## config.mk

```make
export PLATFORM = sky130hd
export DESIGN_NAME = store_demux
export DESIGN_NICKNAME = d
export VERILOG_FILES = /design/src/rtl/store_demux_pkg.sv /design/src/rtl/store_demux_decode.sv /design/src/rtl/store_demux.sv
export SDC_FILE = /design/constraint.sdc
export NUM_CORES = 1
export LEC_CHECK = 0
export CAP_MARGIN = 5
export CORE_MARGIN = 4
export CORE_UTILIZATION = 38
export DETAILED_ROUTE_END_ITERATION = 16
export PLACE_DENSITY = 0.81
export SKIP_CTS_REPAIR_TIMING = 1
export SLEW_MARGIN = 20
export SYNTH_ARGS = -nofsm -noshare
export SYNTH_HDL_FRONTEND = slang
export SYNTH_SLANG_ARGS = --single-unit
```

## constraint.sdc

```tcl
create_clock -name clk -period 2.3 [get_ports clk]
set_clock_uncertainty 0.2 [all_clocks]
set_input_delay 0.345 -clock clk [delete_from_list [all_inputs] [get_ports clk]]
set_output_delay 0.345 -clock clk [all_outputs]
set_load 0.05 [all_outputs]
```

## src/rtl/store_demux_pkg.sv

```systemverilog
// Shared types and constants for the store_demux bridge: FSM encoding,
// bus widths and the default slave address map.
package store_demux_pkg;

    localparam int ADDR_W   = 32;
    localparam int DATA_W   = 32;
    localparam int NDEV_DEF = 4;

    // Slot i holds slave i: DM at 0x0 (16 KiB), then three 16-byte peripheral windows.
    localparam logic [NDEV_DEF*ADDR_W-1:0] DEV_BASE_DEF =
        {32'h0000_7F20, 32'h0000_7F10, 32'h0000_7F00, 32'h0000_0000};
    localparam logic [NDEV_DEF*ADDR_W-1:0] DEV_MASK_DEF =
        {32'hFFFF_FFF0, 32'hFFFF_FFF0, 32'hFFFF_FFF0, 32'hFFFF_C000};

    typedef enum logic [1:0] {
        ST_IDLE = 2'd0,
        ST_BUSY = 2'd1,
        ST_RESP = 2'd2,
        ST_ERR  = 2'd3
    } state_t;

endpackage

```

## src/rtl/store_demux_decode.sv

```systemverilog
// Combinational address decoder: maps a byte address to {hit, one-hot select}.
// When windows overlap, the lowest-numbered slave wins.
module store_demux_decode
    import store_demux_pkg::*;
#(
    parameter int                         NDEV     = NDEV_DEF,
    parameter logic [NDEV*ADDR_W-1:0]     DEV_BASE = DEV_BASE_DEF,
    parameter logic [NDEV*ADDR_W-1:0]     DEV_MASK = DEV_MASK_DEF
) (
    input  logic [ADDR_W-1:0] addr,
    output logic              hit,
    output logic [NDEV-1:0]   sel
);

    always_comb begin
        hit = 1'b0;
        sel = '0;
        // Walk from the top so a lower-index match overrides a higher one.
        for (int i = NDEV - 1; i >= 0; i--) begin
            if ((addr & DEV_MASK[i*ADDR_W +: ADDR_W]) == DEV_BASE[i*ADDR_W +: ADDR_W]) begin
                hit    = 1'b1;
                sel    = '0;
                sel[i] = 1'b1;
            end
        end
    end

endmodule

```

## src/rtl/store_demux.sv

```systemverilog
// Single-outstanding load/store bridge from the CPU data port to NDEV slaves.
// Optional BUSY watchdog enabled by defining STORE_DEMUX_TIMEOUT_EN.
module store_demux
    import store_demux_pkg::*;
#(
    parameter int                         NDEV           = NDEV_DEF,
    parameter logic [NDEV*ADDR_W-1:0]     DEV_BASE       = DEV_BASE_DEF,
    parameter logic [NDEV*ADDR_W-1:0]     DEV_MASK       = DEV_MASK_DEF,
    parameter int                         TIMEOUT_CYCLES = 16
) (
    input  logic                   clk,
    input  logic                   reset_n,
    input  logic                   req_valid,
    output logic                   req_ready,
    input  logic                   req_we,
    input  logic [ADDR_W-1:0]      req_addr,
    input  logic [DATA_W-1:0]      req_wdata,
    input  logic [3:0]             req_be,
    output logic [NDEV-1:0]        dev_valid,
    output logic                   dev_we,
    output logic [ADDR_W-1:0]      dev_addr,
    output logic [DATA_W-1:0]      dev_wdata,
    output logic [3:0]             dev_be,
    input  logic [NDEV-1:0]        dev_ready,
    input  logic [NDEV*DATA_W-1:0] dev_rdata,
    output logic                   resp_valid,
    output logic                   resp_err,
    output logic [DATA_W-1:0]      resp_rdata
);

    state_t              state, state_n;
    logic                dec_hit;
    logic [NDEV-1:0]     dec_sel;
    logic [NDEV-1:0]     sel_q;
    logic                we_q;
    logic [ADDR_W-1:0]   addr_q;
    logic [DATA_W-1:0]   wdata_q;
    logic [3:0]          be_q;
    logic [DATA_W-1:0]   rdata_q;
    logic [DATA_W-1:0]   sel_rdata;
    logic                done;
    logic                timeout;

    store_demux_decode #(
        .NDEV     (NDEV),
        .DEV_BASE (DEV_BASE),
        .DEV_MASK (DEV_MASK)
    ) u_decode (
        .addr (req_addr),
        .hit  (dec_hit),
        .sel  (dec_sel)
    );

    // Only the selected slave's ready counts; strays from other slaves are masked off.
    assign done = |(dev_ready & sel_q);

    always_comb begin
        sel_rdata = '0;
        for (int i = 0; i < NDEV; i++) begin
            if (sel_q[i]) begin
                sel_rdata = sel_rdata | dev_rdata[i*DATA_W +: DATA_W];
            end
        end
    end

`ifdef STORE_DEMUX_TIMEOUT_EN
    logic [7:0] cnt_q;

    always_ff @(posedge clk or negedge reset_n) begin
        if (!reset_n) begin
            cnt_q <= '0;
        end else if (state != ST_BUSY) begin
            cnt_q <= '0;
        end else begin
            cnt_q <= cnt_q + 8'd1;
        end
    end

    assign timeout = (state == ST_BUSY) && (cnt_q == 8'(TIMEOUT_CYCLES - 1));
`else
    logic [7:0] unused_timeout_cycles;

    assign unused_timeout_cycles = 8'(TIMEOUT_CYCLES);
    assign timeout               = 1'b0;
`endif

    always_ff @(posedge clk or negedge reset_n) begin
        if (!reset_n) begin
            state <= ST_IDLE;
        end else begin
            state <= state_n;
        end
    end

    always_comb begin
        state_n = state;
        unique case (state)
            ST_IDLE: if (req_valid) state_n = dec_hit ? ST_BUSY : ST_ERR;
            ST_BUSY: begin
                if (done) begin
                    state_n = ST_RESP;
                end else if (timeout) begin
                    state_n = ST_ERR;
                end
            end
            ST_RESP: state_n = ST_IDLE;
            ST_ERR:  state_n = ST_IDLE;
            default: state_n = ST_IDLE;
        endcase
    end

    // Request fields are frozen at acceptance so dev_* stay stable through BUSY.
    always_ff @(posedge clk or negedge reset_n) begin
        if (!reset_n) begin
            sel_q   <= '0;
            we_q    <= 1'b0;
            addr_q  <= '0;
            wdata_q <= '0;
            be_q    <= '0;
            rdata_q <= '0;
        end else begin
            if (state == ST_IDLE && req_valid) begin
                sel_q   <= dec_sel;
                we_q    <= req_we;
                addr_q  <= req_addr;
                wdata_q <= req_wdata;
                be_q    <= req_be;
            end
            if (state == ST_BUSY && done) begin
                rdata_q <= we_q ? '0 : sel_rdata;
            end
        end
    end

    always_comb begin
        req_ready  = 1'b0;
        dev_valid  = '0;
        resp_valid = 1'b0;
        resp_err   = 1'b0;
        resp_rdata = '0;
        unique case (state)
            ST_IDLE: req_ready = 1'b1;
            ST_BUSY: dev_valid = sel_q;
            ST_RESP: begin
                resp_valid = 1'b1;
                resp_rdata = rdata_q;
            end
            ST_ERR: begin
                resp_valid = 1'b1;
                resp_err   = 1'b1;
            end
            default: req_ready = 1'b0;
        endcase
    end

    assign dev_we    = we_q;
    assign dev_addr  = addr_q;
    assign dev_wdata = wdata_q;
    assign dev_be    = be_q;

endmodule
```

==> flow_summary.yaml, run 1 <==
status:
  status: "complete, no violations"
clocking:
  clkSinkCount: 107
  cts_buffer_depth: 2
  numCtsBuffers: 9
  cts_root_buf: "clkbuf_16"
  htreeDepth: 3
  cts_tree: "built"
  clk_pin_slew_ns: 0.08
  insertion_delay_ns: 0.35
critical_path:
  start_kind: "flip-flop"
  crit_fanout: 6
  crit_family: "buffers and inverters"
  crit_type: "reg -> out"
  crit_required_ns: 1.75
  cpMaxStageDelayCell: "clkdlybuf4s50_1"
  crit_chain: "clkdlybuf4s50_1"
  rr_startpoint: "state[0]"
  cp-end-kind: "primary output"
  critPathArrivalTime_ns: 1.64
  critPathLaunch: "state[1]"
  critPathMaxStageDelay_ns: 0.86
  critPathBufInv: 1
floorplanning:
  start_util: 0.394
  fp.dieW_microns: 126
  die_area_sq_mm: 0.0158
  ios: 312
  rows: 42
  core_sq_mm: 0.0134
  die_y_microns: 126
timing:
  worst_pin_slew_ns: 0.559
  finalSetupViolCount: 0
  rsz0062_at_grt: "false"
  slew_viol_final: 0
  slew-limit-headroom: 0.626
  final_hold_viol_count: 0
  period_share: 0.951
  hold_slack_ns: 0.204
  fmax_mhz: 457
  post-route-min-period_ns: 2.19
placed_design:
  io_buffers: 311
  dp_cells: 1026
  dpl_cell_area_sq_mm: 0.00899
  routabilityCongestion: 0.877
  place_hpwl_mm: 15.2
power_and_ir_drop:
  peakVddDrop_uv: 1030
  cellLeakagePower_nw: 4.09
  finalPower_mw: 9.32
  power_density_mw_per_mm2: 1000
route:
  routedWlPerCell_microns: 18.8
  ant_nets: 0
  wl_mm: 19.6
  via_per_inst: 5.00
  drt_first_pass_iters: 4
  drt_iter0_drc: 246
  drc: 0
  num_vias: 5215
logic_synthesis:
  synth.top_cells.by_area: "dfrtp_1 (51%), nand2_1 (15%), a22oi_1 (9.1%)"
  netlist_area_sq_mm: 0.00528
  yosysTopAreaCell: "dfrtp_1"
  netlist_instances: 561
  synth_ff_type: "dfrtp_1"
  yosys_warnings: 0
  synth-seq-area-share: 0.507
  synthDistinctLibCells: 32
  syn_area_per_cell_sq_um: 9.41
  synth_edf_count: 0
  yosysTopAreaCellShare: 0.507
  synthArstFlopShare: 1.00
  synth_seq_cells: 107
  syn_nets: 765
global_routing:
  grt_pass1_wl_mm: 30.5
  track_usage: 0.244
  globalRouteOverflowTotal: 0
  grt_max_degree: 68
  antenna_found_initial: 1
  grt_pass1_vias: 5521
cells_and_area:
  final_nets: 1066
  final_area_sq_mm: 0.00930
  fin_cells: 1044
  n_fill_cell: 1012
  drive_gt1_frac: 0.135
  multi_input_area_sq_mm: 0.00240
  area_delta_synth_final_pct: 76.3
  seq_area_sq_mm: 0.00268
  fin_util: 0.694
flow_run:
  maxCapViolCount: 0
worst_hold_path:
  hp-class: "in -> async"
==> sequential cells by signal, summed over array words and instances (netlist names) <==
signal	flops
state	2
rdata_q	32
dev_addr	32
dev_we	1
dev_wdata	32
sel_q	4
dev_be	4
==> cells by family after synthesis <==
| group | synth area share |
|---|---|
| flops | 0.507 |
| mux | 0.0896 |
| simple gates | 0.221 |
| buf+inv | 0.0398 |
| compound gates | 0.142 |
==> where the power goes <==
| group | total, mW | internal, mW | switching, mW |
|---|---|---|---|
| registers | 2.80 | 2.47 | 0.332 |
| clock network | 1.50 | 0.781 | 0.723 |
| logic | 5.01 | 1.68 | 3.33 |
| total | 9.32 | 4.94 | 4.39 |
==> placed cells by master (no fill, tap or decap), types with 2 or more instances in the layout <==
cell / count
nor2_1: 2
nand3_1: 2
a21oi_1: 33
nand2_1: 214
mux2_4: 30
clkdlybuf4s50_1: 271
clkinv_4: 4
dfrtp_1: 107
a22oi_1: 64
and2_1: 37
clkbuf_16: 9
buf_12: 41
o21ai_1: 2
mux2_1: 2
buf_4: 20
or4_1: 3
==> area by class of cell <==
cell class | count | area share
diodes | 1 | 0.000269
clock buffers | 11 | 0.0261
clock inverters | 5 | 0.00498
inverters | 1 | 0.000404
multi-input cells | 409 | 0.258
flip-flops and latches | 107 | 0.288
well taps | 176 | 0.0237
repair buffers | 334 | 0.398
==> final timing paths <==
path,end,depth (start not counted),slack [ns]
setup reg to reg,rdata_q[21],4,0.37
min in group clk,dev_addr[1],2,0.27
hold reg to reg,dev_addr[1],2,0.27
setup / recovery,resp_valid,1,0.11
max in group asynchronous,rdata_q[29],3,1.00
hold / removal,dev_wdata[3],2,0.20
==> Yosys cell counts (2+ instances only) <==
cell      number
nand2_1      215
dfrtp_1      107
buf_6          5
and2_1        38
buf_2          3
mux2_1         2
o21ai_1        2
a21oi_1       33
clkbuf_1      28
nor2_1         3
nor2b_1        2
buf_1          8
or4_1          3
a22oi_1       64
nand3_1        2
mux2_4        30
==> per-stage QoR <==
step	TNS, ns	worst slack [ns]
final	0	0.112
after global routing	0	0.00615
after CTS	0	0.0495
after detailed placement	-0.0661	-0.0661
after global placement	-0.0118	-0.0118
after floorplan	0	0.225
==> per-layer routing <==
metal,up-vias,share of wire,global-route usage
met3,27,0.079,0.0686
met2,227,0.51,0.428
met4,0,0.022,0.0826
met5,-,0,0
met1,2473,0.39,0.288
li1,2488,-,-
(Power assumes the default switching activity.)
==> run 2, diff against run 1 <==
--- a/config.mk
+++ b/config.mk
@@ -6,6 +6,7 @@
 export NUM_CORES = 1
 export LEC_CHECK = 0
 export CAP_MARGIN = 5
+export CORE_ASPECT_RATIO = 0.8
 export CORE_MARGIN = 4
 export CORE_UTILIZATION = 38
 export DETAILED_ROUTE_END_ITERATION = 16
==> run 2 against run 1 <==
Utilization shrank 0.83 points. Setup slack gained 0.0072 ns. First-iteration DRC count increased by 43%. Routed wire length decreased by 3.4%. Combinational power about the same. Flip-flop and latch count unchanged. Maximum frequency grew 0.33%. Worst hold slack improved by 0.072 ns. Sequential share of layout area decreased by 0.073 points. Critical endpoint unchanged. Largest cell class unchanged. Largest power group unchanged.
==> flow_summary.yaml, run 2 (synthesis gave the netlist of run 1 again) <==
cells_and_area:
  n_fill_cell: 1036
  area_delta_synth_final_pct: 76.7
  drive_gt1_frac: 0.138
  fin_cells: 1049
  final_cell_mix: "clkdlybuf4s50_1 (270), nand2_1 (214), dfrtp_1 (107)"
  fin_util: 0.686
  num_antenna_cells: 0
  final_nets: 1068
  layout_commonest_cell: "clkdlybuf4s50_1"
critical_path:
  crit_family: "buffers and inverters"
  reg2reg_slack_ns: 0.36
  critPathMaxStageDelay_ns: 0.85
  r2r-end: "rdata_q[28]"
  critPathArrivalTime_ns: 1.64
  crit_chain: "clkdlybuf4s50_1"
  critPathLaunch: "state[1]"
  crit_required_ns: 1.75
  cpMaxStageDelayCell: "clkdlybuf4s50_1"
  critPathBufInv: 1
  rr_startpoint: "state[0]"
  cp-end-kind: "primary output"
  start_kind: "flip-flop"
  r2r_cells: 4
  crit_fanout: 6
  crit_type: "reg -> out"
timing:
  setup_slack_ns: 0.119
  worst_pin_slew_ns: 0.550
  finalSetupViolCount: 0
  rsz0062_at_grt: "false"
  slew-limit-headroom: 0.632
  final_hold_viol_count: 0
  post-route-min-period_ns: 2.18
  fmax_mhz: 459
  slew_viol_final: 0
  period_share: 0.948
power_and_ir_drop:
  finalPower_mw: 9.37
  peakVddDrop_uv: 969
  power_density_mw_per_mm2: 1010
  cellLeakagePower_nw: 4.10
clocking:
  numCtsBuffers: 9
  cts_tree: "built"
  cts_root_buf: "clkbuf_16"
  cts_buffer_depth: 2
  htreeDepth: 3
  insertion_delay_ns: 0.34
  clk_pin_slew_ns: 0.08
  clkSinkCount: 107
worst_hold_path:
  min-delay-start: "dev_wdata[19]"
  holdPathEnd: "dev_wdata[19]"
  hp-class: "reg -> reg"
  min_path_cells: 2
global_routing:
  grt_pass1_wl_mm: 29.3
  globalRouteOverflowTotal: 0
  antenna_found_initial: 0
  grt_pass1_vias: 5344
  track_usage: 0.231
  grt_max_degree: 48
route:
  routedWlPerCell_microns: 18.1
  drt_iter0_drc: 352
  num_vias: 5236
  via_per_inst: 4.99
  drc: 0
  wl_mm: 18.9
  drt_first_pass_iters: 4
  ant_nets: 0
floorplanning:
  die_y_microns: 113
  die_area_sq_mm: 0.0158
  core_sq_mm: 0.0136
  fp.dieW_microns: 140
  start_util: 0.388
  ios: 312
  rows: 38
status:
  status: "complete, no violations"
placed_design:
  dp_cells: 1032
  io_buffers: 311
  routabilityCongestion: 0.840
  place_hpwl_mm: 14.6
  place_ws_ns: -0.0523
flow_run:
  maxCapViolCount: 0
## run 2: cell types whose count changed in the layout (fill, tap and decap cells not counted), sizes merged
cell / change
buf: +3
clkinv: -3
clkinvlp: +2
clkdlybuf4s50: -1
diode: -1
inv: +1
## run 2: per-layer routing
metal	wire (microns)	GRT usage
met5	0	0
met4	343	0.0581
met3	1890	0.0930
met2	9270	0.391
met1	7450	0.277
## run 2: final cells by class
cell class / count / area, sq um / area share
inverter: 1 / 3.75 / 0.000403
multi-input combinational: 409 / 2400 / 0.258
clock buffer: 11 / 243 / 0.0260
tap: 180 / 225 / 0.0242
timing repair buffer: 336 / 3730 / 0.400
clock inverter: 5 / 46.3 / 0.00497
sequential: 107 / 2680 / 0.287
## run 2: worst reg2reg max path, stage by stage (launching register included)
cell and delay (ns):
dfrtp_1 0.48, nor2b_1 0.25, nor2b_4 0.33, buf_12 0.24, mux2_4 0.32
## run 2: through the flow
stage | area (sq um) | hold WS [ns] | TNS, ns
6_report | 9320 | 0.276 | 0
5_1_grt | 9320 | 0.297 | 0
4_1_cts | 9310 | -0.267 | 0
3_5_place_dp | 9020 | 0.113 | -0.0523
3_3_place_gp | 9020 | 0.111 | -0.000989
2_1_floorplan | 5280 | -0.151 | 0
## run 2: worst max path at each step
stage | endpoint | slack, ns | cells past startpoint
4_1_cts | resp_rdata[5] | 0.09 | 4
5_1_grt | resp_rdata[4] | 0.01 | 4
3_5_place_dp | sel_q[1] | -0.05 | 6
6_report | resp_valid | 0.12 | 1
2_1_floorplan | dev_addr[0] | 0.23 | 7
3_3_place_gp | sel_q[1] | -0.001 | 6
## run 2: where the power goes
group	switching, mW	leakage [nW]	internal, mW
Clock	0.730	0.136	0.783
Combinational	3.33	2.58	1.69
Sequential	0.359	1.39	2.47
